$ cat src/rtl/cam_tx_pkg.sv
// Shared types and constants for the camera stream transmitter.
// Optional build macro: CAM_TX_SCROLL_EN (scrolling colour bars).
package cam_tx_pkg;

  typedef enum logic [2:0] {
    ST_IDLE,
    ST_VSYNC,
    ST_VBP,
    ST_ACTIVE,
    ST_VFP
  } state_e;

  localparam logic [15:0] BAR_WHITE   = 16'hFFFF;
  localparam logic [15:0] BAR_YELLOW  = 16'hFFE0;
  localparam logic [15:0] BAR_CYAN    = 16'h07FF;
  localparam logic [15:0] BAR_GREEN   = 16'h07E0;
  localparam logic [15:0] BAR_MAGENTA = 16'hF81F;
  localparam logic [15:0] BAR_RED     = 16'hF800;
  localparam logic [15:0] BAR_BLUE    = 16'h001F;
  localparam logic [15:0] BAR_BLACK   = 16'h0000;

  localparam int H_ACTIVE_DEF    = 320;
  localparam int V_ACTIVE_DEF    = 240;
  localparam int H_BLANK_DEF     = 144;
  localparam int VSYNC_LINES_DEF = 3;
  localparam int VBP_LINES_DEF   = 17;
  localparam int VFP_LINES_DEF   = 10;

  function automatic logic [15:0] bar_color(input logic [2:0] idx);
    case (idx)
      3'd0:    bar_color = BAR_WHITE;
      3'd1:    bar_color = BAR_YELLOW;
      3'd2:    bar_color = BAR_CYAN;
      3'd3:    bar_color = BAR_GREEN;
      3'd4:    bar_color = BAR_MAGENTA;
      3'd5:    bar_color = BAR_RED;
      3'd6:    bar_color = BAR_BLUE;
      default: bar_color = BAR_BLACK;
    endcase
  endfunction

endpackage

$ cat src/rtl/cam_tx_pattern.sv
// Colour-bar pixel generator with a registered RGB565 output.
// CAM_TX_SCROLL_EN adds frame_cnt to x so the bars move left one pixel per frame.
module cam_tx_pattern
  import cam_tx_pkg::*;
#(
  parameter int H_ACTIVE = H_ACTIVE_DEF,
  parameter int XW       = $clog2(H_ACTIVE)
) (
  input  logic          clk_i,
  input  logic          reset_i,
  input  logic          load_i,
  input  logic [XW-1:0] x_i,
  input  logic [7:0]    frame_cnt_i,
  output logic [15:0]   pix_o
);

  localparam int BAR_W = (H_ACTIVE / 8 > 0) ? H_ACTIVE / 8 : 1;

  logic [15:0] pix_q;
  logic [2:0]  bar;
  int          xs;
  int          idx;

`ifdef CAM_TX_SCROLL_EN
  always_comb xs = (int'(x_i) + int'(frame_cnt_i)) % H_ACTIVE;
`else
  logic unused_fc;
  assign unused_fc = ^frame_cnt_i;
  always_comb xs = int'(x_i);
`endif

  // Leftover pixels when H_ACTIVE is not a multiple of 8 fall into the last bar.
  always_comb begin
    idx = xs / BAR_W;
    bar = (idx > 7) ? 3'd7 : 3'(idx);
  end

  always_ff @(posedge clk_i) begin
    if (reset_i)     pix_q <= 16'h0000;
    else if (load_i) pix_q <= bar_color(bar);
  end

  assign pix_o = pix_q;

endmodule

$ cat src/rtl/cam_stream_tx.sv
// OV-style camera byte-stream transmitter: pclk = clk/2, href/vsync/data change on pclk falls.
// Optional build macro: CAM_TX_SCROLL_EN (see cam_tx_pattern).
module cam_stream_tx
  import cam_tx_pkg::*;
#(
  parameter int H_ACTIVE    = H_ACTIVE_DEF,
  parameter int V_ACTIVE    = V_ACTIVE_DEF,
  parameter int H_BLANK     = H_BLANK_DEF,
  parameter int VSYNC_LINES = VSYNC_LINES_DEF,
  parameter int VBP_LINES   = VBP_LINES_DEF,
  parameter int VFP_LINES   = VFP_LINES_DEF
) (
  input  logic       clk,
  input  logic       reset,
  input  logic       enable,
  output logic       pclk,
  output logic       href,
  output logic       vsync,
  output logic [7:0] data,
  output logic       frame_done,
  output logic [7:0] frame_cnt,
  output logic       busy
);

  localparam int LINE  = 2 * H_ACTIVE + H_BLANK;
  localparam int HW    = $clog2(LINE);
  localparam int XW    = $clog2(H_ACTIVE);
  localparam int MAX_A = (VSYNC_LINES > VBP_LINES) ? VSYNC_LINES : VBP_LINES;
  localparam int MAX_B = (V_ACTIVE > VFP_LINES) ? V_ACTIVE : VFP_LINES;
  localparam int MAXL  = (MAX_A > MAX_B) ? MAX_A : MAX_B;
  localparam int LW    = $clog2(MAXL + 1);

  localparam logic [HW-1:0] LAST_SLOT  = HW'(LINE - 1);
  localparam logic [HW-1:0] HREF_SLOTS = HW'(2 * H_ACTIVE);

  state_e        state_q, state_d;
  logic [HW-1:0] hcnt_q, hcnt_d;
  logic [LW-1:0] lcnt_q, lcnt_d, last_line;
  logic          pclk_q, href_q, vsync_q, frame_done_q, busy_q;
  logic [7:0]    data_q, frame_cnt_q;
  logic          href_d, last_vfp_d;
  logic [15:0]   pix;

  always_comb begin
    unique case (state_q)
      ST_VSYNC:  last_line = LW'(VSYNC_LINES - 1);
      ST_VBP:    last_line = LW'(VBP_LINES - 1);
      ST_ACTIVE: last_line = LW'(V_ACTIVE - 1);
      ST_VFP:    last_line = LW'(VFP_LINES - 1);
      default:   last_line = '0;
    endcase
  end

  // Next slot position; only committed on update cycles (pclk 1->0).
  always_comb begin
    state_d = state_q;
    hcnt_d  = hcnt_q;
    lcnt_d  = lcnt_q;
    if (state_q == ST_IDLE) begin
      if (enable) begin
        state_d = ST_VSYNC;
        hcnt_d  = '0;
        lcnt_d  = '0;
      end
    end else if (hcnt_q == LAST_SLOT) begin
      hcnt_d = '0;
      if (lcnt_q == last_line) begin
        lcnt_d = '0;
        unique case (state_q)
          ST_VSYNC:  state_d = ST_VBP;
          ST_VBP:    state_d = ST_ACTIVE;
          ST_ACTIVE: state_d = ST_VFP;
          default:   state_d = enable ? ST_VSYNC : ST_IDLE;
        endcase
      end else begin
        lcnt_d = lcnt_q + LW'(1);
      end
    end else begin
      hcnt_d = hcnt_q + HW'(1);
    end
    href_d     = (state_d == ST_ACTIVE) && (hcnt_d < HREF_SLOTS);
    last_vfp_d = (state_d == ST_VFP) && (lcnt_d == LW'(VFP_LINES - 1)) && (hcnt_d == LAST_SLOT);
  end

  // Pixel fetched on the mid-slot edge so it is ready when the high byte goes out.
  cam_tx_pattern #(
    .H_ACTIVE (H_ACTIVE),
    .XW       (XW)
  ) u_pattern (
    .clk_i       (clk),
    .reset_i     (reset),
    .load_i      (~pclk_q),
    .x_i         (hcnt_d[XW:1]),
    .frame_cnt_i (frame_cnt_q),
    .pix_o       (pix)
  );

  always_ff @(posedge clk) begin
    if (reset) begin
      state_q      <= ST_IDLE;
      hcnt_q       <= '0;
      lcnt_q       <= '0;
      pclk_q       <= 1'b0;
      href_q       <= 1'b0;
      vsync_q      <= 1'b0;
      data_q       <= 8'h00;
      frame_done_q <= 1'b0;
      frame_cnt_q  <= 8'h00;
      busy_q       <= 1'b0;
    end else begin
      pclk_q       <= ~pclk_q;
      frame_done_q <= 1'b0;
      if (pclk_q) begin
        state_q <= state_d;
        hcnt_q  <= hcnt_d;
        lcnt_q  <= lcnt_d;
        vsync_q <= (state_d == ST_VSYNC);
        href_q  <= href_d;
        data_q  <= href_d ? (hcnt_d[0] ? pix[7:0] : pix[15:8]) : 8'h00;
        busy_q  <= (state_d != ST_IDLE);
        if (last_vfp_d) begin
          frame_done_q <= 1'b1;
          frame_cnt_q  <= frame_cnt_q + 8'd1;
        end
      end
    end
  end

  assign pclk       = pclk_q;
  assign href       = href_q;
  assign vsync      = vsync_q;
  assign data       = data_q;
  assign frame_done = frame_done_q;
  assign frame_cnt  = frame_cnt_q;
  assign busy       = busy_q;

endmodule

$ cat config.mk
export PLATFORM = sky130hd
export DESIGN_NAME = cam_stream_tx
export DESIGN_NICKNAME = d
export VERILOG_FILES = /design/src/rtl/cam_tx_pkg.sv /design/src/rtl/cam_tx_pattern.sv /design/src/rtl/cam_stream_tx.sv
export SDC_FILE = /design/constraint.sdc
export NUM_CORES = 1
export LEC_CHECK = 0
export CAP_MARGIN = 5
export CORE_MARGIN = 3
export CORE_UTILIZATION = 42
export DETAILED_ROUTE_END_ITERATION = 12
export PLACE_DENSITY = 0.57
export SYNTH_ARGS = -nofsm -noshare
export SYNTH_HDL_FRONTEND = slang
export SYNTH_SLANG_ARGS = --single-unit
$ cat constraint.sdc
create_clock -name clk -period 3.8 [get_ports clk]
set_input_delay 0.38 -clock clk [delete_from_list [all_inputs] [get_ports clk]]
set_output_delay 0.38 -clock clk [all_outputs]
set_load 0.03 [all_outputs]
# ---- After elaboration in Yosys (flattened, before gate mapping)
# Index checks and enable logic that the tools add are counted.
dict set report word_totals {
  romBits 0
  out_inout_bits 21
  elab_cells 62
  register_bits 58
  input_bits 3
  mem_bits_rw 0
  mem_count 0
  latch_bits 0
}
dict set report classes {
  n_bitwise 1
  div 1
  add_sub_neg 3
  n_mul 0
  shift 0
  n_eq_ne 17
  order_cmp 2
  muxes 19
  reduce_logical 8
}
# cell n
set op_table {}
lappend op_table {{case mux 16 bit (7 select lines)} 1}
lappend op_table {{two-way mux 8 bit} 6}
lappend op_table {{divider 10 x 7 -> 32 bit (second input constant)} 1}
lappend op_table {{> comparator 32 x 4 -> 1 bit (second input constant)} 1}
lappend op_table {{case mux 8 bit (4 select lines)} 1}
lappend op_table {{two-way mux 10 bit} 3}
lappend op_table {{== test 10 bit (second input constant)} 2}
lappend op_table {{adder 8 x 1 -> 8 bit (second input constant)} 2}
lappend op_table {{== test 3 x 2 -> 1 bit (second input constant)} 5}
lappend op_table {{== test 3 bit (second input constant)} 5}
lappend op_table {{two-way mux 3 bit} 5}
lappend op_table {{adder 10 x 1 -> 10 bit (second input constant)} 1}
lappend op_table {{< comparator 10 bit (second input constant)} 1}
lappend op_table {{== test 3 x 1 -> 1 bit (second input constant)} 3}
lappend op_table {{case mux 3 bit (3 select lines)} 1}
lappend op_table {{== test 8 x 4 -> 1 bit (second input constant)} 1}
lappend op_table {{== test 8 bit} 1}
lappend op_table {{zero test 3 bit} 2}
lappend op_table {{logical AND 1 bit} 3}
lappend op_table {{nonzero test 3 bit} 1}
lappend op_table {{two-way mux 1 bit} 2}
lappend op_table {{AND reduction 2 bit} 1}
lappend op_table {{OR reduction 2 bit} 1}
lappend op_table {{NOT 1 bit} 1}

# ---- Longest topological paths before layout
# Gate-level depths: netlist (run 1).
dict set report logic_depth {
  word_depth 10
  depth_mapped 11
}

# ---- By module
# Synthesis (run 1) repeated with hierarchy kept, for this count alone.
dict set report hier_totals {
  cells_unflattened 434
  hier_area_um2 3477.1
}
# mod area_per_inst_um2 cells_per_inst instances seq_area_each_um2
set modules_own_cells {}
lappend modules_own_cells {cam_stream_tx 2974.1 368 1 840.8}
lappend modules_own_cells {cam_tx_pattern 503.0 66 1 60.1}

# ---- Worst setup path before layout (run 1)
# No wires, ideal clock.
dict set report synth_path {
  path_type {register -> register}
  from {register hcnt_q[0]}
  to {register frame_cnt_q[7], in the netlist frame_cnt[7]}
  arrival_ns 2.631
  path_stages_with_launch 10
  path_buffers 1
  period_less_slack_ns 2.761
  setup_ns 0.129
  path_slack_ns 1.039
  cell_sequence {dfxtp_1 > ha_1 > and3_1 > nand4_1 > a2111o_1 > a2111o_1 > nor4b_4 > buf_6 > a31o_1 > a21oi_1}
}
dict set report synth_via {
  elab_chain_cells 7
}
# item line
set synth_lines {}
lappend synth_lines {{start, declared} cam_stream_tx.sv:37} ;# logic [HW-1:0] hcnt_q, hcnt_d;
lappend synth_lines {{start signal, assigned} cam_stream_tx.sv:115} ;# hcnt_q <= hcnt_d;
lappend synth_lines {{parallel branches: the longest is 5 deep, another holds adder 10 x 1 -> 10 bit} n/a}
lappend synth_lines {{logical AND 1 bit (*)} cam_stream_tx.sv:82} ;# last_vfp_d = (state_d == ST_VFP) && (lcnt_d == LW'(VFP_LINES - 1)) && (hcnt_d == LAST_SLOT);
lappend synth_lines {{AND reduction 2 bit (no source line) (*)} n/a}
lappend synth_lines {{end signal, assigned} cam_stream_tx.sv:123} ;# frame_cnt_q <= frame_cnt_q + 8'd1;
lappend synth_lines {{end, declared} cam_stream_tx.sv:40} ;# logic [7:0] data_q, frame_cnt_q;
# Mark *: on every way between the ends.
# A chain may end at the register's enable or synchronous reset.

# ---- Worst setup path after layout (run 1)
dict set report layout_path {
  from {register hcnt_q[5]}
  to {register frame_cnt_q[3], in the netlist frame_cnt[3]}
}
# The elaborated chain is that of the path after synthesis.

==> results.toml, run 1 <==
[run_status]
status = "finished, final reports clean"

[placement]
hpwl_mm = 5.53
place_congestion = 0.885
port_buffers = 23

[floorplanning]
die_x_um = 88.8
die-area_mm2 = 0.00788
die_height_um = 88.8
start_util_pct = 44.3
io_pins = 24
core_mm2 = 0.00649
std_cell_rows = 29

[route]
vias_per_cell = 6.22
wl_per_cell_um = 17.1
postRouteWirelength_mm = 7.67
vias = 2788
drc = 0
ant_nets = 0
first_pass_iters = 7
drt-initial-drc-count = 192

[critical_path]
slowest_stage = "or4b_4"
crit_type = "flip-flop to flip-flop"
startpoint_type = "flip-flop"
path_max_fanout = 15
critPathRequiredTime_ns = 3.97
cpPeakStageDelay_ns = 0.61
r2r_end = "frame_cnt[3]"
endpoint_kind = "flip-flop"
reg2reg_from = "hcnt_q[5]"
r2r_cells = 8
worstPathArrival_ns = 3.32
setup.worst_path.start = "hcnt_q[5]"
rrSetupSlack_ns = 0.65
critPathCapture = "frame_cnt[3]"
worstPathCellList = "or4b_4 > nor3_4 > nand3_1 > or3_1 > o21ai_0 > a21o_1 > a31o_1 > a21oi_1"

[global_route]
grt_max_degree = 41
grt_pass1_vias = 2512
grt_overflow = 0
antenna_found_initial = 0
grt_pass1_wl_mm = 12.9
grt_usage_pct = 20.8

[synth]
syn_area_per_cell_um2 = 7.93
ys_warn_count = 0
ys_seq_area_share_pct = 27.8
synth-main-ff-cell = "dfxtp_1"
synth_nets = 369
yosys-mux-area-fraction_pct = 2.78
synth_area_leaders = "dfxtp_1 (28%), nor2_1 (4.8%), a21oi_1 (4.7%)"
synth_top_area_share_pct = 27.8
syn_inst = 363
ys_seq_elements = 40
synth_compound_area_share_pct = 26.8
synth_top_family_by_area = "simple AND/OR/NAND/NOR gates"
synthArstFlopShare_pct = 0
netlist_area_mm2 = 0.00288
synth-xor-area-share_pct = 1.22
synth.distinct_cells = 63
synth-simple-area-share_pct = 30.3
yosys.area.top_type = "dfxtp_1"
synth_edf_count = 0
synth_fa_ha_area_share_pct = 1.30

[sta]
fin_crit_sh_pct = 82.8
slew_violations = 0
tightest_slew_ns = 0.682
setup_tns_ns = 0
rsz0062_at_grt = "no"
finalSetupViolCount = 0
hold_viol_final = 0
fin_crit_ns = 3.15
relSlewSlack_pct = 54.2
fmax_mhz = 318
skew_ns = 0.00984

[clock_network]
htreeDepth = 2
cts.clk_slew.worst_paths_ns = 0.08
postCtsSetupBuffers = 0
cts_tree = "done"
cts_made_buffers = 5
cts_sinks = 40
hold_buffers = 0
root_buffer = "clkbuf_8"
insertion_delay_ns = 0.30
cts_resized = 0
cts_buffer_depth = 2

[finish]
utilization_pct = 48.6
area_delta_synth_final_pct = 9.70
nNetsFinal = 377
drive_gt1_share_pct = 8.09
diodes = 0

[pwr]
total_power_mw = 1.02
seqPwrFrac_pct = 44.8
p_leak_nw = 1.07
p_int_mw = 0.746
swShare_pct = 27.1
p_per_area_mw_per_mm2 = 324
pwr-share-clk_pct = 41.0
power_frac_comb_pct = 14.2
p_sw_mw = 0.277
peakVddDrop_v = 0.000187

[min_path]
min_path_cells = 2
hp-class = "flip-flop to flip-flop"

[run]
max_cap_violations = 0
power groups by stage:
stage	Clock [mW]	Combinational, mW	Sequential [mW]
after CTS	0.430	0.144	0.457
final	0.419	0.146	0.458
after global routing	0.443	0.162	0.461
after global placement	0	0.144	0.467
after floorplan	0	0.117	0.459
after detailed placement	0	0.143	0.467
kinds of logic (layout without fill, tap and decap cells):
logic type               after synthesis  after routing
AND/OR/NAND/NOR                      156            156
adder cells (fa/ha/maj)                3              3
XOR/XNOR                               4              4
buffers and inverters                 42             50
multiplexers                           8              8
flip-flops                            40             40
AO/OA/AOI/OAI                        110            110
metal layers:
metal  share of wire, %  global-route usage (%)  up-vias
li1                   -                       -     1375
met1                 48                    30.4     1301
met2                 45                    30.8       96
met3                5.0                    2.89       16
met4                2.7                    7.28        0
met5                  0                       0        -
area by class of cell:
cell class / instances / area [um2]
Tap cell: 77 / 96.3
Multi-Input combinational cell: 281 / 1800
Sequential cell: 40 / 801
Clock buffer: 5 / 68.8
Inverter: 12 / 45.0
Clock inverter: 2 / 60.1
Fill cell: 639 / 3340
Timing Repair Buffer: 31 / 290
worst max-delay path, delay by kind of cell, from the launching register on:
family | cells | cell delay (ns)
simple gates | 4 | 1.75
compound gates | 4 | 0.81
flops | 1 | 0.46
Yosys cell counts, types with 5 or more instances:
cell type  number
dfxtp_1        40
nor2_1         37
nand2_1        31
a21oi_1        27
o21ai_0        20
nand4_1        18
nand3_1        17
a211oi_1       12
inv_1          12
nor3_1         10
clkbuf_1        9
buf_4           8
mux2i_1         8
and3_1          7
buf_6           7
a31o_1          6
o31ai_1         5
per-stage QoR:
| step | hold slack, ns | setup WS, ns | instance area (um2) | instances |
|---|---|---|---|---|
| after floorplan | 0.446 | 1.04 | 2880 | 363 |
| after global placement | 0.433 | 0.612 | 3030 | 441 |
| after detailed placement | 0.440 | 0.619 | 3030 | 441 |
| after CTS | 0.452 | 0.684 | 3160 | 448 |
| after global routing | 0.479 | 0.438 | 3160 | 448 |
| final | 0.449 | 0.653 | 3160 | 448 |
worst min-delay path by stage:
stage	to	slack (ns)	start
6_report	href	0.45	href
5_1_grt	href	0.48	href
4_1_cts	href	0.45	href
3_5_place_dp	href	0.44	href
3_3_place_gp	href	0.43	href
2_1_floorplan	u_pattern.pix_o[4]	0.45	u_pattern.pix_o[4]
sequential cells by signal, summed over array words and instances, names as in the netlist:
register,cells
vsync,1
u_pattern.pix_o,3
lcnt_q,8
pclk,1
hcnt_q,10
state_q,3
data,3
href,1
frame_cnt,8
frame_done,1
busy,1
layout by cell type (no fill, tap or decap), types with 6 or more instances in the layout:
| cell type | instances |
|---|---|
| nand2_1 | 31 |
| and3_1 | 7 |
| nor2_1 | 37 |
| a21oi_1 | 27 |
| nor3_1 | 10 |
| clkdlybuf4s50_1 | 23 |
| mux2i_1 | 8 |
| a211oi_1 | 12 |
| o21ai_0 | 20 |
| dfxtp_1 | 40 |
| a31o_1 | 6 |
| nand3_1 | 17 |
| buf_4 | 8 |
| nand4_1 | 18 |
| inv_1 | 12 |
Note: power is estimated with default switching activity, not from simulation.
==> inputs of run 2 (changes only) <==
Settings changed: PLACE_DENSITY 0.57 to 0.59.
Clock period 3.8 ns to 2.88 ns, I/O delays scaled along.
==> results.toml, run 2 (same netlist as run 1, synthesis figures left out) <==
[run_status]
status = "finished, final reports clean"

[placement]
port_buffers = 23
place_congestion = 0.920
dp_cells = 479
place_area_mm2 = 0.00335
hpwl_mm = 6.08

[critical_path]
crit_type = "flip-flop to flip-flop"
cpPeakStageDelay_ns = 0.56
slowest_stage = "or4b_4"
path_buf_inv = 1
critPathRequiredTime_ns = 3.05
r2r_cells = 9
startpoint_type = "flip-flop"
cp_top_family = "simple AND/OR/NAND/NOR gates"
worstPathCellList = "or4b_4 > nor3_4 > nand4_1 > xor2_2 > o2111ai_2 > nor4b_4 > buf_12 > a31o_1 > a21oi_1"
path_max_fanout = 15
path_depth = 9
worstPathArrival_ns = 2.93
endpoint_kind = "flip-flop"

[clock_network]
cts.clk_slew.worst_paths_ns = 0.08
cts_sinks = 40
cts_tree = "done"
root_buffer = "clkbuf_8"
cts_buffer_depth = 2
htreeDepth = 2
cts_made_buffers = 5
insertion_delay_ns = 0.30
postCtsSetupBuffers = 0

[route]
drt-initial-drc-count = 157
postRouteWirelength_mm = 8.32
drc = 0
ant_nets = 0
wl_per_cell_um = 17.0
vias_per_cell = 6.01
first_pass_iters = 4
vias = 2934

[sta]
finalSetupViolCount = 0
tightest_slew_ns = 0.688
fin_crit_sh_pct = 96.0
fmax_mhz = 362
fin_crit_ns = 2.76
relSlewSlack_pct = 53.7
slew_violations = 0
rsz0062_at_grt = "yes"
whs_ns = 0.448
hold_viol_final = 0
skew_ns = 0.0101

[finish]
stdcell_count = 488
utilization_pct = 54.1
regMostFlops = "hcnt_q"
nNetsFinal = 416
diodes = 0
final_cell_area_mm2 = 0.00351
drive_gt1_share_pct = 19.7
largest_register_ffs = 10
area_delta_synth_final_pct = 22.1
final_common_cell = "buf_4"
final_cell_mix = "buf_4 (42), nor2_1 (37), dfxtp_1 (34), nand2_1 (31), a21oi_1 (26)"

[pwr]
p_per_area_mw_per_mm2 = 371
swShare_pct = 28.5
p_sw_mw = 0.371
total_power_mw = 1.30
p_int_mw = 0.931
pwr-share-clk_pct = 35.6
p_leak_nw = 1.27
power_frac_comb_pct = 18.6
peakVddDrop_v = 0.000251
seqPwrFrac_pct = 45.8

[global_route]
grt_max_degree = 41
grt_usage_pct = 21.9
antenna_found_initial = 0
grt_pass1_wl_mm = 13.4
grt_pass1_vias = 2682
grt_overflow = 0

[floorplanning]
start_util_pct = 44.3
die_height_um = 88.8
std_cell_rows = 29
core_mm2 = 0.00649
io_pins = 24
die_x_um = 88.8
die-area_mm2 = 0.00788

[run]
max_cap_violations = 0

[min_path]
min_path_cells = 2
hp-class = "flip-flop to flip-flop"
run 2: cell types whose count changed in the layout (fill, tap and decap cells not counted), moves of 3 or more:
| cell | previous run | this run |
|---|---|---|
| buf_12 | 0 | 3 |
| buf_4 | 8 | 42 |
| dfxtp_1 | 40 | 34 |
| dfxtp_2 | 0 | 6 |
run 2: area by class of cell:
| class | count | area [um2] |
|---|---|---|
| well taps | 77 | 96.3 |
| multi-input cells | 282 | 1840 |
| flip-flops and latches | 40 | 808 |
| inverters | 12 | 45.0 |
| clock buffers | 6 | 72.6 |
| fillers | 610 | 2980 |
| repair buffers | 69 | 617 |
| clock inverters | 2 | 35.0 |
run 2: layer usage:
layer	routed length, um	global-route usage [%]
met5	0	0
met4	182	7.69
met3	411	4.00
met2	3880	34.7
met1	3840	29.8
run 2: power by group through the flow:
stage / clock network, mW / registers, mW / logic, mW
detailed placement: 0 / 0.608 / 0.234
global route: 0.503 / 0.599 / 0.265
global placement: 0 / 0.607 / 0.235
finish: 0.463 / 0.596 / 0.243
CTS: 0.480 / 0.595 / 0.235
floorplan: 0 / 0.605 / 0.154
run 2: worst paths after layout:
check                  from      endpoint  slack (ns)
setup / recovery  hcnt_q[4]  frame_cnt[2]        0.12
hold / removal         href          href        0.45
setup reg to reg  hcnt_q[4]  frame_cnt[2]        0.12
hold reg to reg        href          href        0.45
run 2: tightest hold or removal path, stage by stage, from the launching register on:
cell and delay, ns:
dfxtp_1 0.32, nand2_1 0.05, nand2_1 0.04
run 2: what timing repair did:
item | in CTS | in global routing
gates resized for setup | 0 | 14
hold buffers | 0 | 0
hold endpoints to repair | 0 | 0
endpoints found under the setup margin | 0 | 15
run 2: stage by stage:
stage	setup TNS, ns	worst slack (ns)
after floorplan	0	0.119
after global placement	0	0.0343
after detailed placement	0	0.0270
after CTS	0	0.0650
after global routing	-0.0135	-0.0103
final	0	0.116
==> inputs of run 3 (changes only) <==
Settings changed: SLEW_MARGIN set to 30.
==> results of run 3 <==
The final DEF is identical to that of run 2; final timing and power are the same.
